### config.mk
export PLATFORM = sky130hd
export DESIGN_NAME = key_debounce
export DESIGN_NICKNAME = d
export VERILOG_FILES = /design/src/rtl/key_debounce_pkg.sv /design/src/rtl/key_debounce_sync_2ff.sv /design/src/rtl/key_debounce.sv
export SDC_FILE = /design/constraint.sdc
export NUM_CORES = 1
export LEC_CHECK = 0
export CAP_MARGIN = 15
export CORE_ASPECT_RATIO = 1.1
export CORE_MARGIN = 1.5
export CORE_UTILIZATION = 45
export DETAILED_ROUTE_END_ITERATION = 6
export PLACE_DENSITY = 0.6
export SLEW_MARGIN = 10
export SYNTH_ARGS = -nofsm -noshare
export SYNTH_HDL_FRONTEND = slang
export SYNTH_SLANG_ARGS = --single-unit
### constraint.sdc
create_clock -name sys_clk -period 2.3 [get_ports sys_clk]
set_input_delay 0.69 -clock sys_clk [delete_from_list [all_inputs] [get_ports sys_clk]]
set_output_delay 0.69 -clock sys_clk [all_outputs]
set_load 0.02 [all_outputs]
### src/rtl/key_debounce_pkg.sv
// Shared definitions for the push-button debouncer.
// The state encoding is kept here so other controllers can decode it.
package key_debounce_pkg;

  typedef enum logic [1:0] {
    IDLE      = 2'd0,
    PRESS_CHK = 2'd1,
    HELD      = 2'd2,
    REL_CHK   = 2'd3
  } key_fsm_e;

endpackage

### src/rtl/key_debounce_sync_2ff.sv
// Two-flop synchronizer for an asynchronous single-bit input.
// The reset value is a parameter so the idle level can be chosen per pin.
module sync_2ff #(
  parameter logic RESET_VAL = 1'b1
) (
  input  logic sys_clk,
  input  logic sys_rst_n,
  input  logic d,
  output logic q
);

  logic meta;

  always_ff @(posedge sys_clk or negedge sys_rst_n) begin
    if (!sys_rst_n) begin
      meta <= RESET_VAL;
      q    <= RESET_VAL;
    end else begin
      meta <= d;
      q    <= meta;
    end
  end

endmodule

### src/rtl/key_debounce.sv
// Push-button debouncer with press, release and long-press strobes.
// All outputs are registered; only the synchronized key level is used.
module key_debounce
  import key_debounce_pkg::*;
#(
  parameter int DEBOUNCE_CYCLES = 540_000,
  parameter int LONG_CYCLES     = 27_000_000
) (
  input  logic sys_clk,
  input  logic sys_rst_n,
  input  logic key_n,
  output logic key_state,
  output logic press_pulse,
  output logic release_pulse,
  output logic long_pulse
);

  localparam int DB_W   = $clog2(DEBOUNCE_CYCLES);
  localparam int LONG_W = $clog2(LONG_CYCLES);

  localparam logic [DB_W-1:0]   DB_LAST   = DB_W'(DEBOUNCE_CYCLES - 1);
  localparam logic [DB_W-1:0]   DB_ONE    = DB_W'(1);
  localparam logic [LONG_W-1:0] LONG_LAST = LONG_W'(LONG_CYCLES - 1);
  localparam logic [LONG_W-1:0] LONG_PRE  = LONG_W'(LONG_CYCLES - 2);
  localparam logic [LONG_W-1:0] LONG_ONE  = LONG_W'(1);

  logic key_sync_n;
  logic key_s;

  key_fsm_e          state, state_next;
  logic [DB_W-1:0]   db_cnt, db_cnt_next;
  logic [LONG_W-1:0] long_cnt, long_cnt_next;
  logic              key_state_next;
  logic              press_next, release_next, long_next;

  sync_2ff #(
    .RESET_VAL (1'b1)
  ) u_sync (
    .sys_clk   (sys_clk),
    .sys_rst_n (sys_rst_n),
    .d         (key_n),
    .q         (key_sync_n)
  );

  assign key_s = ~key_sync_n;

  always_ff @(posedge sys_clk or negedge sys_rst_n) begin
    if (!sys_rst_n) begin
      state         <= IDLE;
      db_cnt        <= '0;
      long_cnt      <= '0;
      key_state     <= 1'b0;
      press_pulse   <= 1'b0;
      release_pulse <= 1'b0;
      long_pulse    <= 1'b0;
    end else begin
      state         <= state_next;
      db_cnt        <= db_cnt_next;
      long_cnt      <= long_cnt_next;
      key_state     <= key_state_next;
      press_pulse   <= press_next;
      release_pulse <= release_next;
      long_pulse    <= long_next;
    end
  end

  always_comb begin
    state_next     = state;
    db_cnt_next    = db_cnt;
    long_cnt_next  = long_cnt;
    key_state_next = key_state;
    press_next     = 1'b0;
    release_next   = 1'b0;
    long_next      = 1'b0;

    // Hold time keeps accumulating through release bounce, saturating at the threshold.
    if ((state == HELD || state == REL_CHK) && long_cnt != LONG_LAST) begin
      long_cnt_next = long_cnt + LONG_ONE;
      if (long_cnt == LONG_PRE) begin
        long_next = 1'b1;
      end
    end

    case (state)
      IDLE: begin
        if (key_s) begin
          state_next  = PRESS_CHK;
          db_cnt_next = '0;
        end
      end
      PRESS_CHK: begin
        if (!key_s) begin
          state_next  = IDLE;
          db_cnt_next = '0;
        end else if (db_cnt == DB_LAST) begin
          state_next     = HELD;
          db_cnt_next    = '0;
          long_cnt_next  = '0;
          key_state_next = 1'b1;
          press_next     = 1'b1;
        end else begin
          db_cnt_next = db_cnt + DB_ONE;
        end
      end
      HELD: begin
        if (!key_s) begin
          state_next  = REL_CHK;
          db_cnt_next = '0;
        end
      end
      REL_CHK: begin
        if (key_s) begin
          state_next = HELD;
        end else if (db_cnt == DB_LAST) begin
          state_next     = IDLE;
          db_cnt_next    = '0;
          key_state_next = 1'b0;
          release_next   = 1'b1;
        end else begin
          db_cnt_next = db_cnt + DB_ONE;
        end
      end
      default: begin
        state_next = IDLE;
      end
    endcase
  end

endmodule

Word level (Yosys, flattened, before mapping)
Index checks and enable logic that the tools add are counted.
- add/subtract/negate cells: 2
- multipliers: 0
- divide/modulo/power cells: 0
- $lt $le $gt $ge: 0
- eq/ne operators: 14
- shifts and indexed selects: 0
- multiplexer cells: 29
- bitwise operators: 0
- reduce and logical (&&, ||, !) cells: 7
- operator list (operator ; count):
    $mux 20 ; 5
    $mux 25 ; 4
    $pmux 20 s4 ; 1
    $add 25x1->25 const B ; 1
    $eq 25x25->1 const B ; 1
    $ne 25x25->1 const B ; 1
    $add 20x1->20 const B ; 1
    $eq 20x20->1 const B ; 1
    $mux 2 ; 6
    $mux 1 ; 11
    $pmux 2 s4 ; 1
    $ne 2x1->1 const B ; 3
    $ne 2x2->1 const B ; 3
    $reduce_and 5->1 ; 1
    $eq 2x2->1 const B ; 2
    $reduce_and 4->1 ; 1
    $ne 3x2->1 const B ; 1
    $ne 3x3->1 const B ; 1
    $reduce_and 3->1 ; 1
    $eq 2x1->1 const B ; 1
    $logic_not 2->1 ; 1
    $pmux 1 s2 ; 1
    $reduce_bool 2->1 ; 1
    $logic_and 1x1->1 ; 1
    $logic_or 1x1->1 ; 1
- flip-flop bits (word level): 53
- latch bits: 0
- memory bits (writable): 0
- memory bits (read-only): 0
- input bits: 3
- output and inout port bits: 4
- word-level logic and storage cells: 61
- memories: 0

Logic depth before layout (Yosys ltp)
Gate-level depths: netlist (run 1).
- word-level depth: 7
- gate-level depth with buffers: 7
- depth with buffers taken out: 6

By module
A second synthesis (run 1) with hierarchy kept.
- cells, all modules: 322
- area, all modules: 3049.2 µm²
- modules (own cells, without submodules) (module ; times used ; cells an instance ; area an instance (µm²) ; seq. area each (µm²)):
    key_debounce ; 1 ; 320 ; 2996.6 ; 1276.2
    sync_2ff ; 1 ; 2 ; 52.6 ; 52.6

Worst setup path before layout (run 1)
Ideal clock, no wire load.
- path kind: register to register
- start: register db_cnt[9]
- end: register long_cnt[10]
- setup time: 0.119 ns
- data arrival time: 1.813 ns
- required time: 2.181 ns
- setup slack: 0.369 ns
- stages on the path, launching flop included: 8
- path buffers: 2
- period minus slack after synthesis: 1.931 ns
- cell sequence: dfrtp_1 buf_4 or4b_4 nor4_4 nand3_2 nor3_4 buf_6 nor2_1
- word-level cells in the longest chain between the ends: 4
- RTL lines (item ; RTL line ; source):
    start, declared ; key_debounce.sv:31 ; logic [DB_W-1:0] db_cnt, db_cnt_next;
    start signal, assigned ; key_debounce.sv:58 ; db_cnt <= db_cnt_next;
    $eq 20x20->1 ; key_debounce.sv:95 ; end else if (db_cnt == DB_LAST) begin
    $mux 25 ; key_debounce.sv:95 ;
    $mux 25 ; key_debounce.sv:92 ; if (!key_s) begin
    $mux 25 ; key_debounce.sv:84 ; case (state)
    net long_cnt_next[10] ; key_debounce.sv:32 ; logic [LONG_W-1:0] long_cnt, long_cnt_next;
    end signal, assigned ; key_debounce.sv:59 ; long_cnt <= long_cnt_next;
    end, declared ; key_debounce.sv:32 ;
The timed path passes the listed nets, and every way through them passes these cells.
A chain may end at the register's enable or synchronous reset.

Worst setup path after layout (run 1)
- start: register db_cnt[0]
- end: register db_cnt[6]
- word-level cells in the longest chain between the ends: 4
- elaborated cells on any way between the ends: 6
- classes of those cells: add/sub: 1; eq/ne: 1; mux: 4
- RTL lines (item ; RTL line):
    $add 20x1->20 / $eq 20x20->1 (equally long branches) ; n/a
    $mux 20 (*) ; key_debounce.sv:95, key_debounce.sv:114
    $mux 20 (on tied branches) ; key_debounce.sv:112, key_debounce.sv:92
    $pmux 20 s4 (*) ; key_debounce.sv:84
Every way passes the cells marked *; elsewhere a longest branch is shown, timed or not. The select of a mux whose other input is x is not followed.

==> metrics.txt, run 1 <==
area of the multi-input gates=~1500 um2; Leakage=~1.4 nW; Worst Hold Class=in2async; pin count of the biggest net entering global routing=39; Die X=approximately 79 um; Core Rows=30; Critical Path AT=about 2300 ps; Worst EP required=2490 ps; fin. max-slew vios=0; register bit count reported by yosys=53; port bufs=6; Initial Util=0.467; min cycle time layout=approximately 2100 ps; Clk pwr share=0.385; status=completed; clk slew on worst S/H paths=100 ps; Tcrit/Tclk final=0.922; length in cells of the worst reg-to-reg path=6; Sequential cell area=between 1000 and 1500 um2; syn nets=approximately 310; GR peak layer=met2; Critical Setup Path Class=reg2reg; Worst Tran Pin Value=557 ps; ys async rst share=1.00; Slew Limit Headroom=0.629; Mapped Area=between 2000 and 3000 um2; Crit Reg-Reg Startpoint=db_cnt[0]; final RePlAce weighted congestion=a little under 0.8; Yosys warnings=0; DR WL/cell=14.9 um; Final Hold Vio Count=0; htree depth=2; GRT met2 Usage=0.340; Reg power frac=0.571; EDFF count, synth=0; first-pass GRT wire length=approximately 11 mm; dpl hpwl=between 4 and 5 mm; commonest non-fill, non-tap cell in the layout=dfrtp_1; most frequent cells in the layout=51 x dfrtp_1, 31 x nor2_1, 26 x nand2_1; die height=87.1 um; internal power=1.33 mW; initial antenna violation count=0; Total GRT Usage=0.199; # IOs=7; synth unique cells=50; Setup Viol. Count Final=0; ratio of cells with drive above 1 in the final layout=0.125; CTS max path bufs=2; antenna viol nets, final=0; total iterations of the first detailed-routing run=4; drt via density=roughly 5.7; drt total wl=a little over 6 mm; Switch Pwr=0.372 mW; RR Endpoint=db_cnt[6]; core area=a little over 6000 um2; CP Launch Type=flip-flop; worst vdd ir=0.255 mV; Area growth, synth to finish=12.2%; vias=approximately 2300; Sw Share=0.219; # DRC=0; Layout Nets=roughly 330; met1 usage=0.248; Crit. Startpoint=db_cnt[0]; initial drt markers=94; power density over the cells=around 520 nW/um2; vias in the first global route=2327; syn_area_per_cell=9.39 um2; Setup crit end=db_cnt[6]; Post-Syn Instances=approximately 300; Synth Flop Type=dfrtp_1; setup_tns=0 ps; Max Fanout on Critical Path=12; Util after Layout=0.524; root buf cell=clkbuf_8; Filler Cells Inserted=between 500 and 600; Clock Skew=10.7 ps; Crit. End Element=flip-flop; ANT cells=0; CTS tree=done; max-cap violations=0; Worst-Skew Late Latency=just over 300 ps; Overall Power=between 1.5 and 2 mW; FMAX=between 400 and 500 MHz; met3 Track Usage GR=0.0346; Die ar.=a little under 7000 um2; Num Clock Sinks=53; r2r setup slk=~180 ps; grt total ovfl=0; register area share after synthesis=0.459; Comb power frac=0.043; RSZ-0062 raised after global routing=no; total CTS buffers=5
critical path, cell delays in order, from the launching register on:
cell and delay, ps:
dfrtp_1 440, ha_2 270, nand4_4 160, nor4_4 380, a21oi_2 220, buf_4 220
a221o_1 310
cells by family (layout without fill, tap and decap cells):
logic type	after synthesis	in the layout	share of synthesized area
DFF	53	53	0.459
muxes	4	4	0.0143
AOI/OAI and AO/OA	55	55	0.121
and+or+nand+nor	155	155	0.303
adders and majority gates	3	3	0.0130
buffers and inverters	21	40	0.0381
xor gates and xnor gates	17	17	0.0515
repair_timing:
| action | 4_1_cts | 5_1_grt |
|---|---|---|
| endpoints found under the hold margin | 0 | 0 |
| hold buffers | 0 | 0 |
| buffers inserted | 0 | 0 |
| endpoints found under the setup margin | 0 | 4 |
| resized for setup | 0 | 1 |
power groups by stage:
stage / registers, mW / clock network, mW / logic, mW
final: 0.970 / 0.654 / 0.0738
after global routing: 0.974 / 0.707 / 0.0847
after CTS: 0.969 / 0.676 / 0.0758
after detailed placement: 0.987 / 0 / 0.0755
after global placement: 0.987 / 0 / 0.0747
after floorplan: 0.971 / 0 / 0.0570
worst min path at each step:
stage          slack [ps]      endpoint  cells past startpoint
2_1_floorplan         350      u_sync.q                      0
3_3_place_gp          350      u_sync.q                      0
3_5_place_dp          350      u_sync.q                      0
4_1_cts               300  long_cnt[19]                      1
5_1_grt               310  long_cnt[21]                      1
6_report              290  long_cnt[19]                      1
synthesized netlist by cell type (2+ instances only):
cell	instances	area, um2
dfrtp_1	51	1280
nor2_1	31	116
nand2_1	26	97.6
nand3_1	18	90.1
a21oi_1	17	85.1
nand4_1	16	100
and3_1	12	75.1
a31oi_1	11	68.8
nor3_1	10	50.1
o21ai_0	10	50.1
xor2_1	9	78.8
inv_1	8	30.0
xnor2_1	8	70.1
nand2b_1	7	43.8
nor4_1	6	37.5
buf_2	4	20.0
nand3b_1	4	30.0
or3_1	4	25.0
or4_1	4	30.0
a221o_1	3	30.0
a41oi_1	3	26.3
and4_1	3	26.3
buf_4	3	22.5
clkbuf_1	3	11.3
ha_1	3	37.5
mux2i_1	3	30.0
or2_2	3	18.8
a211oi_1	2	15.0
a22o_1	2	17.5
buf_6	2	22.5
dfstp_2	2	52.6
nand4b_1	2	17.5
cell type report:
class,count,area share
sequential,53,0.409
clock buffer,7,0.0266
clock inverter,1,0.00925
timing repair buffer,24,0.0663
inverter,8,0.00925
multi-input combinational,234,0.449
tap,80,0.0308
per-layer routing:
| layer | vias up | part of all wire |
|---|---|---|
| met5 | - | 0 |
| met4 | 0 | 0.013 |
| met3 | 8 | 0.019 |
| met2 | 26 | 0.51 |
| met1 | 1135 | 0.46 |
| li1 | 1164 | - |
stage by stage:
step	std cells	worst slack, ps	area [um2]	hold WS (ps)
floorplan	308	369	2890	345
global placement	399	240	3130	346
detailed placement	399	167	3130	349
CTS	407	156	3240	296
global route	407	17.5	3250	305
finish	407	179	3250	290
sequential cells by signal, summed over array words and instances (netlist names), named ones only:
register / count
key_state: 1
release_pulse: 1
db_cnt: 20
long_pulse: 1
press_pulse: 1
u_sync.q: 1
long_cnt: 25
state: 1
u_sync.meta: 1
Note: power is estimated with default switching activity, not from simulation.
==> run 2, diff against run 1 <==
--- a/config.mk
+++ b/config.mk
@@ -5,6 +5,7 @@
 export SDC_FILE = /design/constraint.sdc
 export NUM_CORES = 1
 export LEC_CHECK = 0
+export ABC_CLOCK_PERIOD_IN_PS = 2300
 export CAP_MARGIN = 15
 export CORE_ASPECT_RATIO = 1.1
 export CORE_MARGIN = 1.5
==> constraint.sdc (replaced) <==
create_clock -name sys_clk -period 2.3 [get_ports sys_clk]
set_input_delay 0.69 -clock sys_clk [delete_from_list [all_inputs] [get_ports sys_clk]]
set_output_delay 0.69 -clock sys_clk [all_outputs]
set_load 0.1 [all_outputs]
==> metrics.txt, run 2 (synthesis results as in run 1) <==
Filler Cells Inserted=582 (-2.0%); vias in the first global route=2276 (-2.2%); Crit. Startpoint=db_cnt[0]; commonest non-fill, non-tap cell in the layout=dfrtp_1; Worst Hold Class=in2async; Layout Nets=333 (+0.30%); drt via density=5.69 (-0.76%); Overall Power=1.56 mW (-8.0%); setup_tns=0 ps (unchanged); min cycle time layout=2120 ps (-5.11 ps); area of the multi-input gates=1460 um2 (+0.26%); Critical Path AT=2310 ps (about the same); pin count of the biggest net entering global routing=54 (+38%); initial drt markers=111 (+18%); Worst EP required=2490 ps (about the same); antenna viol nets, final=0 (unchanged); Worst-Skew Late Latency=310 ps (about the same); RR Endpoint=db_cnt[6]; Area growth, synth to finish=11.2%; CTS max path bufs=2 (unchanged); total iterations of the first detailed-routing run=4 (unchanged); clk slew on worst S/H paths=90 ps (about the same); GR peak layer=met2; final RePlAce weighted congestion=0.819 (+5.3%); vias=2321 (-0.51%); ANT cells=0 (unchanged); Setup Viol. Count Final=0 (unchanged); Total GRT Usage=0.194 (-0.00522); Max Fanout on Critical Path=12 (unchanged); Most flops, register=long_cnt; length in cells of the worst reg-to-reg path=6 (unchanged); Slew Limit Headroom=0.653 (+0.0240); Leakage=1.40 nW (-0.28%); initial antenna violation count=0 (unchanged); Final Hold Vio Count=0 (unchanged); Core Rows=30 (unchanged); cts repair resizes=0 (unchanged); Clock Skew=7.72 ps (-2.95 ps); drt total wl=6.07 mm (+0.40%); worst slack at placement=192 ps (+24.6 ps); max reg flops=25 (unchanged); Largest regs=long_cnt (25), db_cnt (20); total CTS buffers=5 (unchanged); port bufs=6 (unchanged); Util after Layout=0.519 (-0.00505); fin. max-slew vios=0 (unchanged); core area=6190 um2 (unchanged); RSZ-0062 raised after global routing=no; CTS tree=done; FMAX=473 MHz (+0.24%); met3 Track Usage GR=0.0408 (+0.00628); Crit. End Element=flip-flop; Die ar.=6920 um2 (unchanged); power density over the cells=486 nW/um2 (-7.1%); postcts setup bufs=0 (unchanged); Tcrit/Tclk final=0.920 (-0.00222); htree depth=2 (unchanged); worst vdd ir=0.213 mV (-16%); Critical Setup Path Class=reg2reg; dpl hpwl=4.24 mm (-1.7%); max-cap violations=0 (unchanged); hold buffers post-CTS=0 (unchanged); root buf cell=clkbuf_8; status=completed; r2r setup slk=180 ps (about the same); Initial Util=0.467 (unchanged); Sequential cell area=1330 um2 (unchanged); Num Clock Sinks=53 (unchanged); most frequent cells in the layout=51 x dfrtp_1, 31 x nor2_1, 26 x nand2_1; grt total ovfl=0 (unchanged); Worst Tran Pin Value=521 ps (-36.0 ps); DR WL/cell=14.9 um (+0.15%); GRT met2 Usage=0.318 (-0.0216); Die X=79.4 um (unchanged); Setup crit end=db_cnt[6]; ratio of cells with drive above 1 in the final layout=0.134 (+0.00876); # DRC=0 (unchanged); # IOs=7 (unchanged); Crit Reg-Reg Startpoint=db_cnt[0]; met1 usage=0.251 (+0.00332); die height=87.1 um (unchanged); PnR worst setup slack=184 ps (+5.12 ps); first-pass GRT wire length=10.5 mm (-2.4%); CP Launch Type=flip-flop
==> run 2: where the power goes <==
| group | total, mW | switching [mW] | internal (mW) |
|---|---|---|---|
| combinational | 0.0734 | 0.0474 | 0.0260 |
| sequential | 0.970 | 0.0258 | 0.945 |
| clock | 0.519 | 0.303 | 0.216 |
| total | 1.56 | 0.376 | 1.19 |
==> run 2: stage by stage <==
stage               hold WS [ps]  cell area (um2)  std cells
floorplan                    345             2890        308
global placement             346             3130        400
detailed placement           350             3130        400
CTS                          361             3210        408
global route                 370             3220        408
finish                       356             3220        408
==> run 2: metal layers <==
layer	wire, um	vias up
li1	-	1170
met1	2880	1113
met2	2960	30
met3	158	8
met4	73	0
met5	0	-
==> run 2: worst min path at each step <==
stage / start / to / slack (ps) / cells after the start
detailed placement: u_sync.meta / u_sync.q / 350 / 0
global route: u_sync.meta / u_sync.q / 370 / 0
CTS: sys_rst_n / long_cnt[23] / 360 / 2
floorplan: u_sync.meta / u_sync.q / 350 / 0
global placement: u_sync.meta / u_sync.q / 350 / 0
finish: sys_rst_n / press_pulse / 360 / 2
==> run 2: layout make-up <==
cell class	count	area share
flip-flops and latches	53	0.413
clock inverters	1	0.00233
repair buffers	25	0.0661
inverters	8	0.00934
clock buffers	7	0.0237
multi-input cells	234	0.454
well taps	80	0.0311
==> run 2: critical path, cell delays in order, from the launching register on <==
cell and delay, ps:
dfrtp_1 440, ha_1 270, nand4_4 180, nor4_4 380
a21oi_2 220, buf_4 210, a221o_1 310
==> run 3, diff against run 2 <==
--- a/config.mk
+++ b/config.mk
@@ -7,12 +7,13 @@
 export LEC_CHECK = 0
 export ABC_CLOCK_PERIOD_IN_PS = 2300
 export CAP_MARGIN = 15
+export CELL_PAD_IN_SITES_DETAIL_PLACEMENT = 1
+export CELL_PAD_IN_SITES_GLOBAL_PLACEMENT = 1
 export CORE_ASPECT_RATIO = 1.1
 export CORE_MARGIN = 1.5
 export CORE_UTILIZATION = 45
 export DETAILED_ROUTE_END_ITERATION = 6
-export PLACE_DENSITY = 0.6
-export SLEW_MARGIN = 10
+export PLACE_DENSITY = 0.74
 export SYNTH_ARGS = -nofsm -noshare
 export SYNTH_HDL_FRONTEND = slang
 export SYNTH_SLANG_ARGS = --single-unit
==> metrics.txt, run 3 (synthesis results as in run 1) <==
initial antenna violation count=0 (unchanged); Crit. End Element=flip-flop; worst vdd ir=0.282 mV (+32%); Max Fanout on Critical Path=20 (+8); Leakage=1.42 nW (+1.7%); clk slew on worst S/H paths=100 ps (about the same); ANT cells=0 (unchanged); DR WL/cell=17.3 um (+16%); pin count of the biggest net entering global routing=33 (-39%); # IOs=7 (unchanged); power density over the cells=489 nW/um2 (+0.71%); Die X=79.4 um (unchanged); Num Clock Sinks=53 (unchanged); Most flops, register=long_cnt; Worst Tran Pin Value=535 ps (+14.2 ps); PnR worst setup slack=151 ps (-33.7 ps); Core Rows=30 (unchanged); die height=87.1 um (unchanged); initial drt markers=114 (+2.7%); Buf/Inv on CP=0 (-1); antenna viol nets, final=0 (unchanged); RSZ-0062 raised after global routing=no; ratio of cells with drive above 1 in the final layout=0.151 (+0.0165); Layout Nets=337 (+1.2%); min cycle time layout=2150 ps (+33.7 ps); Clock Skew=8.63 ps (+0.910 ps); CTS tree=done; total iterations of the first detailed-routing run=4 (unchanged); Worst Hold Class=in2async; worst slack at placement=126 ps (-65.5 ps); CP Launch Type=flip-flop; Crit Reg-Reg Startpoint=db_cnt[7]; CTS max path bufs=2 (unchanged); DR WL met2=3.78 mm (+28%); Worst-Skew Late Latency=300 ps (about the same); status=completed; commonest non-fill, non-tap cell in the layout=dfrtp_1; vias=2403 (+3.5%); Crit. Startpoint=db_cnt[7]; DR WL met3=93 um (-41%); total CTS buffers=5 (unchanged); grt total ovfl=0 (unchanged); fin. max-slew vios=0 (unchanged); Critical Path AT=2340 ps (+30 ps); Critical Setup Path Class=reg2reg; htree depth=2 (unchanged); Worst EP required=2490 ps (about the same); crit-path leading delay family=simple AND/OR/NAND/NOR gates; uppermost layer routed=met4; Final Hold Vio Count=0 (unchanged); Largest regs=long_cnt (25), db_cnt (20); Tcrit/Tclk final=0.935 (+0.0146); CP Cell Sequence=or4b_4 > nor4_4 > a21oi_4 > and3_1 > a221o_1; max-cap violations=0 (unchanged); root buf cell=clkbuf_8; met1 wire length=3.23 mm (+12%); first-pass GRT wire length=12.1 mm (+15%); vias in the first global route=2471 (+8.6%); most frequent cells in the layout=51 x dfrtp_1, 31 x nor2_1, 26 x nand2_1, 26 x buf_4, 18 x nand3_1; # DRC=0 (unchanged); max reg flops=25 (unchanged); FMAX=465 MHz (-1.6%); drt via density=5.83 (+2.5%); drt total wl=7.13 mm (+17%); Setup Viol. Count Final=0 (unchanged); Total GRT Usage=0.225 (+0.0311); core area=6190 um2 (unchanged); final RePlAce weighted congestion=0.766 (-6.4%); postcts setup bufs=0 (unchanged); slowest CP cell=or4b_4; dpl hpwl=5.09 mm (+20%); port bufs=6 (unchanged); Die ar.=6920 um2 (unchanged); CP peak stage delay=550 ps (+110 ps); Area growth, synth to finish=12.1%; Slew Limit Headroom=0.640 (-0.0127); setup_tns=0 ps (unchanged); Initial Util=0.467 (unchanged)
-- run 3: area by class of cell --
class                      count  area (um2)
fill                         733        2950
multi-input combinational    234        1470
sequential                    53        1330
timing repair buffer          29         230
tap                           80         100
clock buffer                   5        68.8
inverter                       8        30.0
clock inverter                 3        17.5
-- run 3: path summary, 6_finish.rpt --
check / end / cells past startpoint / slack (ps)
min in group sys_clk: u_sync.q / 0 / 370
setup / recovery: db_cnt[14] / 5 / 150
hold / removal: long_cnt[20] / 1 / 350
setup reg to reg: db_cnt[14] / 5 / 150
max in group asynchronous: db_cnt[2] / 2 / 1380
hold reg to reg: u_sync.q / 0 / 370
-- run 3: worst register-to-register path, cell delays in order (launching register included) --
cell     delay, ps
dfrtp_1        440
or4b_4         550
nor4_4         310
a21oi_4        230
and3_1         240
a221o_1        260
-- run 3: metrics by stage --
stage                util  std cells  area [um2]  hold slack, ps  total power [mW]
global route        0.524        412        3240             369              1.66
CTS                 0.521        412        3230             363              1.62
detailed placement  0.507        404        3140             359              1.07
floorplan               -        308        2890             345              1.03
global placement    0.507        404        3140             346              1.07
finish              0.524        412        3240             349              1.59
-- run 3: what timing repair did --
action	in CTS	in global routing
endpoints found under the setup margin	0	5
resized for setup	0	2
hold endpoints to repair	0	0
hold buffers	0	0
-- run 3: report_power, final --
| part | internal (mW) | total [mW] | leakage (nW) | switching (mW) |
|---|---|---|---|---|
| Combinational | 0.0307 | 0.0857 | 0.651 | 0.0550 |
| Sequential | 0.945 | 0.967 | 0.730 | 0.0226 |
| Clock | 0.211 | 0.534 | 0.0439 | 0.323 |
| Total | 1.19 | 1.59 | 1.42 | 0.400 |
-- run 3: routing by layer --
metal,GRT usage,up-vias
met2,0.411,22
li1,-,1176
met4,0.0463,0
met5,0,-
met3,0.0346,2
met1,0.279,1203
